`config.mk`:
```
export PLATFORM = sky130hd
export DESIGN_NAME = gclken_gen
export DESIGN_NICKNAME = d
export VERILOG_FILES = /design/src/rtl/gclken_pkg.sv /design/src/rtl/gclken_cnt.sv /design/src/rtl/gclken_gen.sv
export SDC_FILE = /design/constraint.sdc
export NUM_CORES = 1
export LEC_CHECK = 0
export CORE_ASPECT_RATIO = 1.2
export CORE_MARGIN = 3
export CORE_UTILIZATION = 60
export CTS_CLUSTER_SIZE = 20
export DETAILED_ROUTE_END_ITERATION = 7
export HOLD_SLACK_MARGIN = 0.06
export PLACE_DENSITY = 0.83
export SYNTH_ARGS = -nofsm -noshare
export SYNTH_HDL_FRONTEND = slang
export SYNTH_SLANG_ARGS = --single-unit
```
`constraint.sdc`:
```
create_clock -name CLK -period 7.68 [get_ports CLK]
set_input_delay 0.768 -clock CLK [delete_from_list [all_inputs] [get_ports CLK]]
set_output_delay 0.768 -clock CLK [all_outputs]
set_load 0.02 [all_outputs]
```
`src/rtl/gclken_pkg.sv`:
```
// Shared types and defaults for the gated clock-enable generator.
package gclken_pkg;

    localparam int unsigned GCLKEN_W = 8;

    typedef enum logic [1:0] {
        IDLE = 2'd0,
        RUN  = 2'd1,
        STOP = 2'd2
    } gclken_state_e;

endpackage

```
`src/rtl/gclken_cnt.sv`:
```
// Period down-counter: loads on request, reloads from i_val on reaching zero while running.
module gclken_cnt
    import gclken_pkg::*;
#(
    parameter int unsigned W = GCLKEN_W
) (
    input  logic         i_clk,
    input  logic         i_rst,
    input  logic         i_load,
    input  logic         i_run,
    input  logic [W-1:0] i_val,
    output logic         o_zero_c,
    output logic         o_nxt_zero_c
);

    logic [W-1:0] r_cnt;
    logic [W-1:0] w_cnt_nxt;

    always_comb begin
        w_cnt_nxt = r_cnt;
        if (i_load || (i_run && (r_cnt == '0))) begin
            w_cnt_nxt = i_val;
        end else if (i_run) begin
            w_cnt_nxt = r_cnt - W'(1);
        end
    end

    always_ff @(posedge i_clk) begin
        if (i_rst) begin
            r_cnt <= '0;
        end else begin
            r_cnt <= w_cnt_nxt;
        end
    end

    assign o_zero_c     = (r_cnt == '0);
    // Lets the parent register its pulse output one cycle ahead.
    assign o_nxt_zero_c = (w_cnt_nxt == '0);

endmodule

```
`src/rtl/gclken_gen.sv`:
```
// Clock-enable generator: one-cycle Z pulse every DIV+1 cycles with
// glitch-free ratio changes adopted only at period boundaries.
module gclken_gen
    import gclken_pkg::*;
#(
    parameter int unsigned W        = GCLKEN_W,
    parameter int unsigned INIT_DIV = 1
) (
    input  logic         CLK,
    input  logic         RST,
    input  logic         EN,
    input  logic [W-1:0] DIV,
    input  logic         LD,
    output logic         ACK,
    output logic         Z,
    output logic         BUSY
);

    gclken_state_e r_state;
    gclken_state_e w_state_nxt;
    logic [W-1:0]  r_ratio;
    logic [W-1:0]  w_ratio_nxt;
    logic          r_ack;
    logic          w_ack_nxt;
    logic          r_ld_blk;
    logic          r_z;
    logic          r_busy;

    logic          w_req;
    logic          w_cnt_load;
    logic          w_cnt_run;
    logic [W-1:0]  w_cnt_val;
    logic          w_cnt_zero;
    logic          w_cnt_nxt_zero;

    // A held LD is blocked from the adoption edge until it is seen low.
    assign w_req = LD & ~r_ld_blk;

    gclken_cnt #(
        .W (W)
    ) u_cnt (
        .i_clk        (CLK),
        .i_rst        (RST),
        .i_load       (w_cnt_load),
        .i_run        (w_cnt_run),
        .i_val        (w_cnt_val),
        .o_zero_c     (w_cnt_zero),
        .o_nxt_zero_c (w_cnt_nxt_zero)
    );

    always_comb begin
        w_state_nxt = r_state;
        w_ratio_nxt = r_ratio;
        w_ack_nxt   = 1'b0;
        w_cnt_load  = 1'b0;
        w_cnt_run   = 1'b0;
        w_cnt_val   = r_ratio;
        case (r_state)
            IDLE: begin
                if (w_req) begin
                    w_ratio_nxt = DIV;
                    w_ack_nxt   = 1'b1;
                end
                if (EN) begin
                    w_state_nxt = RUN;
                    w_cnt_load  = 1'b1;
                    w_cnt_val   = w_ratio_nxt;
                end
            end
            RUN, STOP: begin
                w_cnt_run = 1'b1;
                // Ratio changes land only on the terminal cycle of a period.
                if (w_cnt_zero && w_req) begin
                    w_ratio_nxt = DIV;
                    w_cnt_val   = DIV;
                    w_ack_nxt   = 1'b1;
                end
                if (r_state == RUN) begin
                    if (!EN) begin
                        w_state_nxt = STOP;
                    end
                end else if (EN) begin
                    w_state_nxt = RUN;
                end else if (w_cnt_zero) begin
                    w_state_nxt = IDLE;
                    w_cnt_run   = 1'b0;
                end
            end
            default: begin
                w_state_nxt = IDLE;
            end
        endcase
    end

    always_ff @(posedge CLK) begin
        if (RST) begin
            r_state  <= IDLE;
            r_ratio  <= W'(INIT_DIV);
            r_ack    <= 1'b0;
            r_ld_blk <= 1'b0;
            r_z      <= 1'b0;
            r_busy   <= 1'b0;
        end else begin
            r_state  <= w_state_nxt;
            r_ratio  <= w_ratio_nxt;
            r_ack    <= w_ack_nxt;
            r_ld_blk <= w_ack_nxt | (r_ld_blk & LD);
            r_z      <= (w_state_nxt != IDLE) & w_cnt_nxt_zero;
            r_busy   <= (w_state_nxt != IDLE);
        end
    end

    assign ACK  = r_ack;
    assign Z    = r_z;
    assign BUSY = r_busy;

endmodule

```
==> results of run 1 <==
[layer usage]
metal | track usage | routed length [µm]
met5 | 0 | 0
met1 | 0.274 | 1480
met4 | 0.109 | 95
met2 | 0.413 | 1820
met3 | 0.0263 | 125
[path summary, 6_finish.rpt]
| check | slack (ps) | start | end |
|---|---|---|---|
| hold reg to reg | 530 | r_ld_blk$_SDFF_PP0_ | r_ld_blk$_SDFF_PP0_ |
| setup reg to reg | 4790 | r_state[0]$_SDFF_PP0_ | Z$_SDFF_PP0_ |
| setup / recovery | 4790 | r_state[0]$_SDFF_PP0_ | Z$_SDFF_PP0_ |
| hold / removal | 530 | r_ld_blk$_SDFF_PP0_ | r_ld_blk$_SDFF_PP0_ |
[cell families (layout without fill, tap and decap cells)]
group	after synthesis	count (layout)
buffers and inverters	19	27
flip-flops	22	22
AO/OA/AOI/OAI	47	47
adder cells (fa/ha/maj)	6	6
AND/OR/NAND/NOR	61	61
XOR/XNOR	2	2
multiplexers	15	15
[per-stage QoR]
stage          instance area (µm²)  power, mW  hold slack (ps)  worst slack [ps]
6_report                      1750      0.406              532              4790
5_1_grt                       1750      0.431              561              4610
4_1_cts                       1750      0.405              527              4790
3_5_place_dp                  1700      0.315              509              4510
3_3_place_gp                  1700      0.310              484              4580
2_1_floorplan                 1600      0.289              459              5190
[synth_stat cells, types with 2 or more instances]
master	count
o2bb2ai_1	5
o31ai_1	2
o211ai_1	2
a21o_1	2
inv_1	9
and3_1	2
nand2b_1	2
nor2_1	18
nor3_1	7
or2_2	2
nand3_1	2
clkbuf_1	3
nand2_1	6
nor4_1	2
a21oi_1	3
a221oi_1	4
mux2_2	3
ha_1	5
o21ai_0	3
or3_1	2
or4_2	2
mux2i_1	12
xnor2_1	2
dfxtp_1	22
nand3b_1	2
buf_6	3
[cell type report]
cell class | instances | area, µm² | share of cell area
clock inverter | 1 | 30.0 | 0.0172
clock buffer | 3 | 22.5 | 0.0129
multi-input combinational | 131 | 1040 | 0.597
tap | 31 | 38.8 | 0.0222
inverter | 9 | 33.8 | 0.0193
timing repair buffer | 14 | 140 | 0.0801
sequential | 22 | 440 | 0.252
[sequential cells by signal, indices dropped and copies added (netlist names)]
signal	flops
r_ratio	8
r_ld_blk	1
u_cnt.r_cnt	8
BUSY	1
Z	1
r_state	2
ACK	1
[worst register-to-register path: cells and delay by family (launching register included)]
family	cells	cell delay (ps)
buffers and inverters	1	70
flip-flops	1	430
AND/OR/NAND/NOR	2	700
adder cells (fa/ha/maj)	1	550
AO/OA/AOI/OAI	4	1070
[power groups by stage]
stage                     Combinational (mW)  Clock (mW)  Sequential (mW)
after floorplan                        0.144           0            0.145
after global placement                 0.163           0            0.147
after detailed placement               0.166           0            0.149
after CTS                              0.168      0.0909            0.146
after global routing                   0.186      0.0963            0.149
final                                  0.169      0.0898            0.147
==> metrics.md, run 1 <==
| Metric | Value |
|---|---|
| Area contributors post-synth | `dfxtp_1, mux2i_1, nor2_1` |
| Final wirelength | `3.52 mm` |
| Commonest non-fill, non-tap cells in the layout | `dfxtp_1, nor2_1, clkdlybuf4s50_1` |
| GP Congestion | `0.845` |
| Switching part of the total | `0.372` |
| Status | `finished clean` |
| Compound-Gate Fraction of Synth Area | `0.269` |
| CTS buffer count | `3` |
| Netlist cell types | `71` |
| Share of power burned in registers | `0.362` |
| Slew Limit Fails | `0` |
| Die Wd | `53.1 µm` |
| Clock Latency Late Sink | `310 ps` |
| # fillers | `183` |
| Max Cap Violations | `0` |
| Setup Skew | `3.89 ps` |
| Share of cells above drive strength 1 | `0.150` |
| Synth warn | `0` |
| CP required | `7920 ps` |
| Fin. Hold Viols | `0` |
| CP Capture Type | `flip-flop` |
| Max incr delay on CP | `550 ps` |
| Rows | `19` |
| Vias in the first global route | `1432` |
| CP Max Fanout | `11` |
| Largest family of logic cells by synthesized area | `compound AO/OA/AOI/OAI gates` |
| Synth async-reset ratio | `0` |
| Num ports | `15` |
| # DRC | `0` |
| CTS tree | `yes` |
| Comb power frac | `0.417` |
| Leading area contributor after synthesis | `dfxtp_1` |
| Worst Hold Path Cells | `2` |
| Commonest non-fill, non-tap cell in the layout | `dfxtp_1` |
| Main synth FF type | `dfxtp_1` |
| Die footprint | `3320 µm²` |
| Slew HR | `0.563` |
| Fin crit share | `0.376` |
| Antenna cells | `0` |
| Largest net degree at the start of global routing | `19` |
| Deepest clock path buffer count | `2` |
| P_int | `0.255 mW` |
| Die height | `62.5 µm` |
| Adder-cell share of the synthesized area | `0.0454` |
| Crit-path slowest cell | `ha_1` |
| Vias per Instance | `6.56` |
| VDD IR-drop max | `0.000179 V` |
| Worst Path Arrival | `3120 ps` |
| Final Critical Period | `2890 ps` |
| Family with the most delay on the worst path | `compound AO/OA/AOI/OAI gates` |
| Global-route wire length before repair | `6.16 mm` |
| Critical path type | `flip-flop to flip-flop` |
| Number of synthesized flops with an enable pin | `0` |
| I/O Buffers | `14` |
| Clock Root Buffer | `clkbuf_4` |
| CP Cell Sequence | `inv_1 > ha_1 > or3b_1 > a2111oi_2 > a21boi_1 > o32ai_1 > o2111ai_1 > nor4_2` |
| Cell Area, Synth | `1600 µm²` |
| Post-DP HPWL | `2.70 mm` |
| Avg Cell Area, Syn | `9.29 µm²` |
| Psw | `0.151 mW` |
| Vias | `1385` |
| Critical path depth | `8` |
| Synth Area in XOR/XNOR | `0.0110` |
| Gr ovfl total | `0` |
| Simple-Gate Fraction of Synth Area | `0.232` |
| LEAKAGE | `0.699 nW` |
| Synth top area share | `0.276` |
| Hold_buf cts | `0` |
| Cts repair resizes | `0` |
| RSZ-0062 raised after global routing | `no` |
| Post-DRT Antenna Nets | `0` |
| Worst setup SP type | `flip-flop` |
| Clock power share | `0.221` |
| Final core utilization | `0.729` |
| Syn nets | `189` |
| Initial DRC count | `55` |
| Worst Hold Class | `flip-flop to flip-flop` |
| H-tree depth | `1` |
| # setup viols final | `0` |
| Antenna violations before repair | `0` |
| DR WL/cell | `16.7 µm` |
| Initial Utilization | `0.665` |
| Core ar. | `2400 µm²` |
| Layout net count | `198` |
| WP buf/inv | `1` |
| TritonRoute pass-1 iters | `4` |
| Area growth, synth to finish | `9.55%` |
| Max frequency | `0.347 GHz` |
| Worst slew pin tran | `653 ps` |
| Post CTS Setup Buffer Count | `0` |
| Placed Instances | `207` |
| Sequential-to-total area share from yosys stat | `0.276` |
| Clk sink count | `22` |
| PwrDens | `232 nW/µm²` |
| Total GRT Usage | `0.236` |
| Post-Syn Instances | `172` |
| Setup_tns | `0 ps` |
| Depth of the most critical reg-to-reg path | `8` |
| Non-Filler Instances | `211` |
| Synthesized flop and latch total | `22` |
| Post-synthesis mux area share | `0.0963` |
| Clk slew on worst S/H paths | `130 ps` |
No activity file was read; power rests on OpenSTA's default activity.
==> inputs of run 2 (changes only) <==
--- a/config.mk
+++ b/config.mk
@@ -7,11 +7,11 @@
 export LEC_CHECK = 0
 export CORE_ASPECT_RATIO = 1.2
 export CORE_MARGIN = 3
-export CORE_UTILIZATION = 60
+export CORE_UTILIZATION = 51
 export CTS_CLUSTER_SIZE = 20
 export DETAILED_ROUTE_END_ITERATION = 7
 export HOLD_SLACK_MARGIN = 0.06
-export PLACE_DENSITY = 0.83
+export PLACE_DENSITY = 0.75
 export SYNTH_ARGS = -nofsm -noshare
 export SYNTH_HDL_FRONTEND = slang
 export SYNTH_SLANG_ARGS = --single-unit
==> constraint.sdc (replaced) <==
create_clock -name CLK -period 2.37 [get_ports CLK]
set_input_delay 0.237 -clock CLK [delete_from_list [all_inputs] [get_ports CLK]]
set_output_delay 0.237 -clock CLK [all_outputs]
set_load 0.02 [all_outputs]
==> metrics.md, run 2 (synthesis results as in run 1) <==
| Metric | Value |
|---|---|
| Status | `complete, but fails checks` |
| Failing checks | `setup timing` |
| Total GRT Usage | `0.232 (-0.00324)` |
| Clk slew on worst S/H paths | `130 ps (about the same)` |
| Biggest regs | `r_ratio x8, u_cnt.r_cnt x8, r_state x2` |
| Worst Path Arrival | `2660 ps (-460 ps)` |
| Fin. Hold Viols | `0 (unchanged)` |
| Setup Skew | `13.7 ps (+9.83 ps)` |
| Crit-path slowest cell | `or4b_4` |
| Worst Hold Class | `flip-flop to flip-flop` |
| # setup viols final | `1 (+1)` |
| H-tree depth | `1 (unchanged)` |
| Die Wd | `57.1 µm (+7.5%)` |
| Antenna cells | `0 (unchanged)` |
| Post-layout instance area | `2090 µm² (+20%)` |
| Final WS setup | `-52.5 ps (-4850 ps)` |
| Num ports | `15 (unchanged)` |
| Max incr delay on CP | `500 ps (-50 ps)` |
| Core ar. | `2890 µm² (+20%)` |
| Die height | `67.3 µm (+7.7%)` |
| Initial Utilization | `0.553 (-0.113)` |
| Largest net degree at the start of global routing | `18 (-1)` |
| RSZ-0062 raised after global routing | `yes` |
| Post-DP HPWL | `3.10 mm (+15%)` |
| Clock Root Buffer | `clkbuf_4` |
| CP Max Fanout | `5 (-6)` |
| Critical path type | `flip-flop to flip-flop` |
| Layout net count | `230 (+16%)` |
| Share of cells above drive strength 1 | `0.370 (+0.220)` |
| Global-route wire length before repair | `6.97 mm (+13%)` |
| Post-DP Area | `1920 µm² (+13%)` |
| CP Capture Type | `flip-flop` |
| Worst slew pin tran | `442 ps (-212 ps)` |
| Initial DRC count | `73 (+33%)` |
| GP Congestion | `0.927 (+9.7%)` |
| Die footprint | `3840 µm² (+16%)` |
| Vias | `1533 (+11%)` |
| Fin crit share | `1.02 (+0.646)` |
| CP required | `2610 ps (-5310 ps)` |
| Clock Latency Late Sink | `320 ps (about the same)` |
| Rows | `21 (+2)` |
| CTS buffer count | `3 (unchanged)` |
| Max Cap Violations | `0 (unchanged)` |
| Vias per Instance | `6.26 (-4.7%)` |
| Deepest clock path buffer count | `2 (unchanged)` |
| # DRC | `0 (unchanged)` |
| Setup_tns | `-52.5 ps (-52.5 ps)` |
| I/O Buffers | `14 (unchanged)` |
| Clk sink count | `22 (unchanged)` |
| LEAKAGE | `0.871 nW (+25%)` |
| Post-DRT Antenna Nets | `0 (unchanged)` |
| Worst setup SP type | `flip-flop` |
| TritonRoute pass-1 iters | `4 (unchanged)` |
| Gr ovfl total | `0 (unchanged)` |
| CP Cell Sequence | `inv_2 > ha_4 > or4b_4 > buf_6 > o31ai_4 > nor2_1 > a211oi_2 > o22ai_1 > nor4_2` |
| CTS tree | `yes` |
| Antenna violations before repair | `0 (unchanged)` |
| Commonest non-fill, non-tap cells in the layout | `buf_4, dfxtp_1, nor2_1` |
| Commonest non-fill, non-tap cell in the layout | `buf_4` |
| Total power | `1.48 mW (+260%)` |
| Area growth, synth to finish | `31.1%` |
| PwrDens | `705 nW/µm² (+200%)` |
| Final Critical Period | `2420 ps (-464 ps)` |
| Final core utilization | `0.725 (-0.00435)` |
| VDD IR-drop max | `0.000583 V (+230%)` |
| Final wirelength | `4.40 mm (+25%)` |
| Max frequency | `0.413 GHz (+19%)` |
| Vias in the first global route | `1467 (+2.4%)` |
| Slew HR | `0.705 (+0.142)` |
| Slew Limit Fails | `0 (unchanged)` |
| DR WL/cell | `18.0 µm (+7.7%)` |
run 2: changes by cell type in the layout (fill, tap and decap cells not counted), sizes merged:
cell	previous run	this run
bufinv	1	0
buf	0	32
run 2: per-stage QoR:
stage | instances | setup WS, ps | hold WS (ps)
after CTS | 237 | 0.610 | 520
after detailed placement | 233 | -153 | 501
after floorplan | 172 | -2.76 | 380
after global placement | 233 | -109 | 498
final | 245 | -52.5 | 521
after global routing | 245 | -112 | 563
run 2: area by class of cell:
| cell class | count | area [µm²] |
|---|---|---|
| tap | 34 | 42.5 |
| inverter | 9 | 33.8 |
| multi-input combinational | 131 | 1160 |
| fill | 223 | 796 |
| clock buffer | 3 | 22.5 |
| timing repair buffer | 46 | 384 |
| sequential | 22 | 448 |
run 2: path summary, 6_finish.rpt:
kind	startpoint	cells after the start	slack [ps]	end
worst min register to register	r_ld_blk$_SDFF_PP0_	2	520	r_ld_blk$_SDFF_PP0_
worst max register to register	u_cnt.r_cnt[1]$_SDFF_PP0_	9	-50	Z$_SDFF_PP0_
worst min-delay path	r_ld_blk$_SDFF_PP0_	2	520	r_ld_blk$_SDFF_PP0_
worst max-delay path	u_cnt.r_cnt[1]$_SDFF_PP0_	9	-50	Z$_SDFF_PP0_
run 2: power by group:
part	total, mW	switching [mW]	internal (mW)
Sequential	0.453	0.0342	0.419
Clock	0.177	0.117	0.0595
Combinational	0.846	0.437	0.409
Total	1.48	0.588	0.888
run 2: what timing repair did:
item / in CTS / in global routing
pin swaps: 7 / 10
gates resized for setup: 13 / 5
setup buffers: 1 / 9
endpoints found under the setup margin: 1 / 2
endpoints found under the hold margin: 0 / 0
hold buffers: 0 / 0
run 2: critical path: cells and delay by family (launching register included):
kind                     cells  cell delay (ps)
AO/OA/AOI/OAI                3              790
adder cells (fa/ha/maj)      1              130
flip-flops                   1              350
buffers and inverters        2              240
AND/OR/NAND/NOR              3              850
run 2: per-layer routing:
layer,track usage,part of all wire
met4,0.0812,0.0086
met3,0.0268,0.045
met1,0.294,0.42
met2,0.407,0.52
met5,0,0
==> inputs of run 3 (changes only) <==
--- a/config.mk
+++ b/config.mk
@@ -5,6 +5,7 @@
 export SDC_FILE = /design/constraint.sdc
 export NUM_CORES = 1
 export LEC_CHECK = 0
+export ABC_CLOCK_PERIOD_IN_PS = 2370
 export CORE_ASPECT_RATIO = 1.2
 export CORE_MARGIN = 3
 export CORE_UTILIZATION = 51
==> results of run 3 <==
The final DEF is identical to that of run 2; final timing and power are the same.
